==> src/rtl/uart_rx_param.sv <==
// Parametrised UART receiver: 2-flop synchroniser, mid-bit sampling, optional parity, 1/2 stop bits.
// Define UART_RX_MAJORITY_EN to take each bit as a 2-of-3 vote around mid-bit.
module uart_rx_param #(
  parameter int CLK_PER_BIT = 5208,
  parameter int DATA_BITS   = 8,
  parameter int PARITY      = 0,
  parameter int STOP_BITS   = 1
) (
  input  logic                 clk,
  input  logic                 n_rst,
  input  logic                 rxd,
  output logic [DATA_BITS-1:0] rx_data,
  output logic                 rx_valid,
  output logic                 frame_err,
  output logic                 parity_err,
  output logic                 busy
);
  // rx_valid is a one-cycle strobe with no ready: rx_data and both error flags are
  // updated on that same cycle and hold until the next frame completes.

  localparam int CW  = $clog2(CLK_PER_BIT);
  localparam int MID = CLK_PER_BIT / 2;
`ifdef UART_RX_MAJORITY_EN
  localparam int START_DEC = MID + 1;
`else
  localparam int START_DEC = MID;
`endif
  localparam logic [CW-1:0] START_TICK = CW'(START_DEC);
  localparam logic [CW-1:0] BIT_TICK   = CW'(CLK_PER_BIT - 1);
  localparam logic [3:0]    LAST_DATA  = 4'(DATA_BITS - 1);
  localparam logic [3:0]    LAST_STOP  = 4'(STOP_BITS - 1);

  typedef enum logic [2:0] {
    S_IDLE, S_START, S_DATA, S_PARITY, S_STOP
  } state_t;

  state_t state, state_nxt;

  logic                 sync1, rxd_s, rxd_q;
  logic [CW-1:0]        cnt;
  logic [3:0]           idx;
  logic [DATA_BITS-1:0] shreg;
  logic                 fe_acc, pe_acc;
  logic                 fall, tick, bit_val;

  always_ff @(posedge clk or negedge n_rst) begin
    if (!n_rst) begin
      sync1 <= 1'b1;
      rxd_s <= 1'b1;
      rxd_q <= 1'b1;
    end else begin
      sync1 <= rxd;
      rxd_s <= sync1;
      rxd_q <= rxd_s;
    end
  end

`ifdef UART_RX_MAJORITY_EN
  // hist[0] is rxd_s one cycle ago, hist[1] two cycles ago: the vote spans decision-2..decision.
  logic [1:0] hist;
  always_ff @(posedge clk or negedge n_rst) begin
    if (!n_rst) hist <= 2'b11;
    else        hist <= {hist[0], rxd_s};
  end
  assign bit_val = (hist[1] & hist[0]) | (hist[1] & rxd_s) | (hist[0] & rxd_s);
`else
  assign bit_val = rxd_s;
`endif

  assign fall = rxd_q & ~rxd_s;
  // START decides at mid-bit and restarts the counter there, so later bits decide at CLK_PER_BIT-1.
  assign tick = (state == S_START) ? (cnt == START_TICK) : (cnt == BIT_TICK);

  always_ff @(posedge clk or negedge n_rst) begin
    if (!n_rst) state <= S_IDLE;
    else        state <= state_nxt;
  end

  always_comb begin
    state_nxt = state;
    case (state)
      S_IDLE:   if (fall) state_nxt = S_START;
      S_START:  if (tick) state_nxt = bit_val ? S_IDLE : S_DATA;
      S_DATA:   if (tick && idx == LAST_DATA) state_nxt = (PARITY != 0) ? S_PARITY : S_STOP;
      S_PARITY: if (tick) state_nxt = S_STOP;
      S_STOP:   if (tick && idx == LAST_STOP) state_nxt = S_IDLE;
      default:  state_nxt = S_IDLE;
    endcase
  end

  always_comb begin
    busy = (state != S_IDLE);
  end

  always_ff @(posedge clk or negedge n_rst) begin
    if (!n_rst) begin
      cnt        <= '0;
      idx        <= '0;
      shreg      <= '0;
      fe_acc     <= 1'b0;
      pe_acc     <= 1'b0;
      rx_data    <= '0;
      rx_valid   <= 1'b0;
      frame_err  <= 1'b0;
      parity_err <= 1'b0;
    end else begin
      rx_valid <= 1'b0;
      if (state == S_IDLE || tick) cnt <= '0;
      else                         cnt <= cnt + 1'b1;
      case (state)
        S_IDLE: begin
          if (fall) begin
            fe_acc <= 1'b0;
            pe_acc <= 1'b0;
            idx    <= '0;
          end
        end
        S_START: idx <= '0;
        S_DATA: begin
          if (tick) begin
            shreg <= {bit_val, shreg[DATA_BITS-1:1]};
            idx   <= (idx == LAST_DATA) ? 4'd0 : idx + 4'd1;
          end
        end
        S_PARITY: begin
          if (tick) pe_acc <= (PARITY == 1) ? ~(^shreg ^ bit_val) : (^shreg ^ bit_val);
        end
        S_STOP: begin
          if (tick) begin
            if (idx == LAST_STOP) begin
              rx_valid   <= 1'b1;
              rx_data    <= shreg;
              frame_err  <= fe_acc | ~bit_val;
              parity_err <= pe_acc;
              idx        <= '0;
            end else begin
              fe_acc <= fe_acc | ~bit_val;
              idx    <= idx + 4'd1;
            end
          end
        end
        default: ;
      endcase
    end
  end
endmodule
==> config.mk <==
export PLATFORM = sky130hd
export DESIGN_NAME = uart_rx_param
export DESIGN_NICKNAME = d
export VERILOG_FILES = /design/src/rtl/uart_rx_param.sv
export SDC_FILE = /design/constraint.sdc
export NUM_CORES = 1
export LEC_CHECK = 0
export CAP_MARGIN = 20
export CORE_UTILIZATION = 35
export CTS_BUF_LIST = sky130_fd_sc_hd__clkbuf_16
export DETAILED_ROUTE_END_ITERATION = 16
export PLACE_DENSITY = 0.58
export REMOVE_ABC_BUFFERS = 1
export SLEW_MARGIN = 10
export SYNTH_ARGS = -nofsm -noshare
export SYNTH_HDL_FRONTEND = slang
export SYNTH_SLANG_ARGS = --single-unit
export TNS_END_PERCENT = 5
==> constraint.sdc <==
create_clock -name clk -period 2.3 [get_ports clk]
set_input_delay 0.46 -clock clk [delete_from_list [all_inputs] [get_ports clk]]
set_output_delay 0.46 -clock clk [all_outputs]
set_load 0.02 [all_outputs]
== Word level (Yosys, flattened, before mapping) ==
Index checks and enable logic that the tools add are counted.

* Word-level logic and storage cells: 74
* Output and inout port bits: 12
* Register bits: 44
* Input bits: 3

* Reductions and logical operators: 16
* Equal/unequal tests: 15
* Add/subtract/negate cells: 2
* Bitwise logic cells: 4
* Muxes and demuxes: 24

{| class="wikitable"
|+ Operator list
! kind !! number
|-
| $mux W4 || 5
|-
| $ne A2 B2 Y1 const B || 8
|-
| $pmux W4 S4 || 1
|-
| $mux W3 || 5
|-
| $pmux W3 S5 || 1
|-
| $add A13 B1 Y13 const B || 1
|-
| $eq A13 B12 Y1 const B || 1
|-
| $eq A13 B13 Y1 const B || 1
|-
| $mux W13 || 1
|-
| $mux W1 || 8
|-
| $reduce_and A4 Y1 || 2
|-
| $reduce_xor A8 Y1 || 1
|-
| $eq A3 B2 Y1 const B || 2
|-
| $reduce_and A3 Y1 || 2
|-
| $reduce_and A5 Y1 || 1
|-
| $add A4 B1 Y4 const B || 1
|-
| $eq A4 B3 Y1 const B || 1
|-
| $logic_not A4 Y1 || 1
|-
| $pmux W1 S2 || 2
|-
| $reduce_bool A2 Y1 || 2
|-
| $reduce_bool A4 Y1 || 1
|-
| $eq A3 B1 Y1 const B || 1
|-
| $eq A3 B3 Y1 const B || 1
|-
| $logic_not A3 Y1 || 1
|-
| other kinds (9) || 10
|}

== Longest topological paths before layout ==
* Word-level depth: 5
* Mapped depth: 8
* Depth with buffers taken out: 7

== Worst setup path before layout ==
OpenSTA, ideal clock, no wires.

* Path type: register to register
* Start: reg state[0]
* End: reg shreg[0]
* Buffers on the path: 1
* Setup time: 0.125 ns
* Period minus slack after synthesis: 2.245 ns
* Arrival: 2.120 ns
* Slack: 0.055 ns
* Cell stages (with the launch flop): 7
* Cell sequence: dfrtp_1 buf_6 nor3b_4 or4_4 a21oi_4 nor3b_4 mux2_4

* Longest elaborated chain between the ends: 3
* Elaborated cells on any way between the ends: 4

{| class="wikitable"
|+ RTL lines
! what !! RTL line !! text
|-
| start: declaration || 37 || <nowiki>state_t state, state_nxt;</nowiki>
|-
| start signal: assignment || 76 || <nowiki>else state <= state_nxt;</nowiki>
|-
| $eq A3 B1 Y1 || 72 || <nowiki>assign tick = (state == S_START) ? (cnt == START_TICK) : (cnt == BIT_TICK);</nowiki>
|-
| $mux W1 || 72 ||
|-
| $reduce_and A2 Y1 (no source line) (*) || n/a ||
|-
| end signal: assignment || 121 || <nowiki>shreg <= {bit_val, shreg[DATA_BITS-1:1]};</nowiki>
|-
| end: declaration || 42 || <nowiki>logic [DATA_BITS-1:0] shreg;</nowiki>
|}

Mark *: on every way between the ends. The rest lies on a longest branch, timed or not.
A chain may end at the register's enable or synchronous reset.

== Worst setup path after layout ==
* Start: reg cnt[9]
* End: reg shreg[4]

* Longest elaborated chain between the ends: 3
* Elaborated cells on any way between the ends: 4

{| class="wikitable"
|+ RTL lines
! what !! RTL line !! text
|-
| start: declaration || 40 || <nowiki>logic [CW-1:0] cnt;</nowiki>
|-
| start signal: assignment || 109 || <nowiki>else cnt <= cnt + 1'b1;</nowiki>
|-
| $eq A13 B13 Y1 or $eq A13 B12 Y1 (tied branches) || 72 ||
|-
| $mux W1 (*) || 72 ||
|-
| $reduce_and A2 Y1 (no source line) (*) || n/a ||
|}

Marked as above.

==> reports/summary.txt <==
Clock Latency Late Sink = 0.29 ns
Inst Count DP = 298
Synth Area in Compound Gates = 7.211%
Min Tclk post-route = 2.197 ns
DRC viols = 0
Max-cap violation count = 0
Critical path class = flip-flop to flip-flop
Critical Path AT = 2.36 ns
Hold slack = 0.1388 ns
Async S/R FF share, synth = 100.0%
Wirelength per Cell = 13.24 um
Seq/Total Area, Yosys = 49.36%
Commonest non-fill, non-tap cell in the layout = dfrtp_1
Hold_buf cts = 0
Placed cell area = 2565 um^2
PwrDens = 811.9 nW/um^2
Nets = 236
Post-Synth XOR/XNOR Area = 7.434%
Clk network pwr share = 35.9%
Final Setup Violations = 0
Remaining antenna violation count = 0
Clock Path Buffers = 2
Final Max Tran Viols = 0
Synth warnings = 0
Routed wire length = 4052 um
Die Height = 81.97 um
Mux share of post-synthesis cell area = 10.90%
Final Non-Filler Cells = 306
Total CTS buffers = 5
Metal3 WL = 134 um
Clock transition at path regs = 0.06 ns
Core Rows = 28
Int Power = 1.586 mW
Worst path bufs/invs = 1
Post-CTS setup buffer count = 0
Slew @ Worst Pin = 0.4581 ns
Post-synthesis register bit count = 44
Worst path cell trace = nand4b_2, or4_4, a21oi_4, nor3b_4, buf_12, mux2_4
NetSw = 651.2 uW
Simple-Gate Fraction of Synth Area = 20.12%
Setup Skew = 0.007525 ns
IO Pins = 15
Number of enable flip-flop cells after synthesis = 0
Overflow after GRT = 0
Die area = 6719 um^2
RSZ-0062 raised after global routing = false
Number of DRC markers in iteration 0 = 57
DR top layer = met4
Slew HR = 69.14%
Buffers added on ports = 14
CTS tree = done
First-pass GRT wire length = 7031 um
Clk sinks = 44
Largest net degree at the start of global routing = 45
Number of global-route vias before repair = 1509
Slowest cell on crit path = or4_4
Fmax = 455.2 MHz
Layout cells sized above 1 = 23.38%
Area delta synth->final = 23.09%
Setup crit end kind = flip-flop
Met2 wire len = 1844 um
Synth Area in Adders = 1.677%
Core footprint = 6061 um^2
Leak = 1.227 nW
Status = finished clean
CP Launch Type = flip-flop
CTS root buf = clkbuf_16
GR Util All Layers = 13.99%
Slowest cell delay on critical path = 0.57 ns
Synth Flop Type = dfrtp_1
Vias per inst = 4.993
Hold Violations, Final = 0
VDD IR max = 551.8 uV
Worst-path maximum fanout = 8
Largest family of logic cells by synthesized area = simple AND/OR/NAND/NOR gates
Initial antenna violation count = 0
Switching share of total power = 29.11%
Crit share post-route = 95.52%
Seq pwr share = 41.2%
Detail Placement HPWL = 2828 um
Combinational power share = 22.9%
Critical Path RT = 2.47 ns
Delay-heaviest family, CP = simple AND/OR/NAND/NOR gates
Metal-1 WL = 2003 um
Drt pass-1 iters = 4
Starting Density = 36.93%
# diodes = 0
Post-synth cell types = 47
Avg Inst Size Synth = 11.14 um^2
Max H-tree Level = 2
Hold Crit Class = primary input to asynchronous set/reset pin
GP Congestion = 0.7796
Syn Inst Count = 201
Die Span X = 81.97 um
Netlist Area Pre-Place = 2238 um^2
Commonest non-fill, non-tap cells in the layout = dfrtp_1, nor2_1, clkdlybuf4s50_1, buf_4
Design area = 2755 um^2
Vias = 1528
## sequential cells by signal, indices dropped and copies added (netlist names), 3 cells and up
name and count:
rx_data 8, cnt 13, idx 4, state 3, shreg 8
## metal layers
layer	vias up	track usage (%)
li1	759	-
met1	735	19.00
met2	28	21.65
met3	6	3.000
met4	0	5.263
met5	-	0
## logic make-up after synthesis
| group | Yosys count |
|---|---|
| AO/OA/AOI/OAI | 22 |
| XOR/XNOR | 19 |
| adder cells (fa/ha/maj) | 3 |
| buffers and inverters | 16 |
| flip-flops | 44 |
| multiplexers | 19 |
| AND/OR/NAND/NOR | 78 |
## area by class of cell
cell class	instances	area, um^2
Fill cell	574	3306
Sequential cell	44	1107
Clock buffer	5	125.1
Multi-Input combinational cell	141	1080
Clock inverter	3	42.54
Timing Repair Buffer	29	272.8
Inverter	9	33.78
Tap cell	75	93.84
## power by group through the flow
stage               Combinational [mW]  Sequential, mW  Clock [mW]
detailed placement               0.500           0.936           0
global route                     0.574           0.933       0.856
CTS                              0.506           0.922       0.824
floorplan                        0.291           0.945           0
global placement                 0.500           0.933           0
finish                           0.512           0.921       0.804
## worst reg2reg max path, delay by kind of cell, from the launching register on
family                 cells  cell delay [ns]
DFF                        1             0.38
AOI/OAI and AO/OA          1             0.20
buffers and inverters      1             0.16
muxes                      1             0.30
and+or+nand+nor            3             1.04
## cell usage after synthesis (2+ instances only)
cell type | count | area [um^2]
ha_1 | 3 | 37.54
nor2b_1 | 3 | 18.77
nand4_1 | 5 | 31.28
dfrtp_1 | 41 | 1026
o221ai_1 | 2 | 17.52
nand2_1 | 11 | 41.29
and2_1 | 5 | 31.28
nand3_1 | 6 | 30.03
a211oi_1 | 2 | 15.01
clkbuf_1 | 3 | 11.26
nor3b_1 | 3 | 22.52
o21ai_0 | 3 | 15.01
a31oi_1 | 3 | 18.77
a21oi_1 | 4 | 20.02
nor3b_4 | 2 | 37.54
buf_2 | 2 | 10.01
and4_1 | 3 | 26.28
inv_1 | 9 | 33.78
xor2_1 | 8 | 70.07
mux2_2 | 9 | 101.4
xnor2_1 | 11 | 96.34
nor2_1 | 24 | 90.09
mux2_4 | 8 | 120.1
nor3_1 | 3 | 15.01
dfstp_2 | 3 | 78.83
nand2b_1 | 3 | 18.77
mux2_1 | 2 | 22.52
## metrics by stage
| step | util, % | power (mW) | setup slack (ns) | TNS, ns |
|---|---|---|---|---|
| 3_5_place_dp | 42.32 | 1.436 | 0.05579 | 0 |
| 6_report | 45.46 | 2.237 | 0.1030 | 0 |
| 4_1_cts | 45.19 | 2.252 | 0.06658 | 0 |
| 2_1_floorplan | - | 1.236 | -0.2945 | -2.708 |
| 3_3_place_gp | 42.32 | 1.432 | 0.1408 | 0 |
| 5_1_grt | 45.46 | 2.364 | 0.01687 | 0 |
## path summary, 6_finish.rpt
check | cells past startpoint | to | start | slack [ns]
max | 6 | shreg[4] | cnt[9] | 0.10
min | 2 | rx_data[1] | n_rst | 0.14
max reg2reg | 6 | shreg[4] | cnt[9] | 0.10
min reg2reg | 0 | bit_val | sync1 | 0.36
max in group asynchronous | 2 | sync1 | n_rst | 1.89
min in group clk | 0 | bit_val | sync1 | 0.36
## timing repair
item                       in CTS  in global routing
hold endpoints to repair        0                  0
pin swaps                       0                  1
setup endpoints to repair       4                 20
resized for setup               1                  4
No activity file was read; power rests on OpenSTA's default activity.
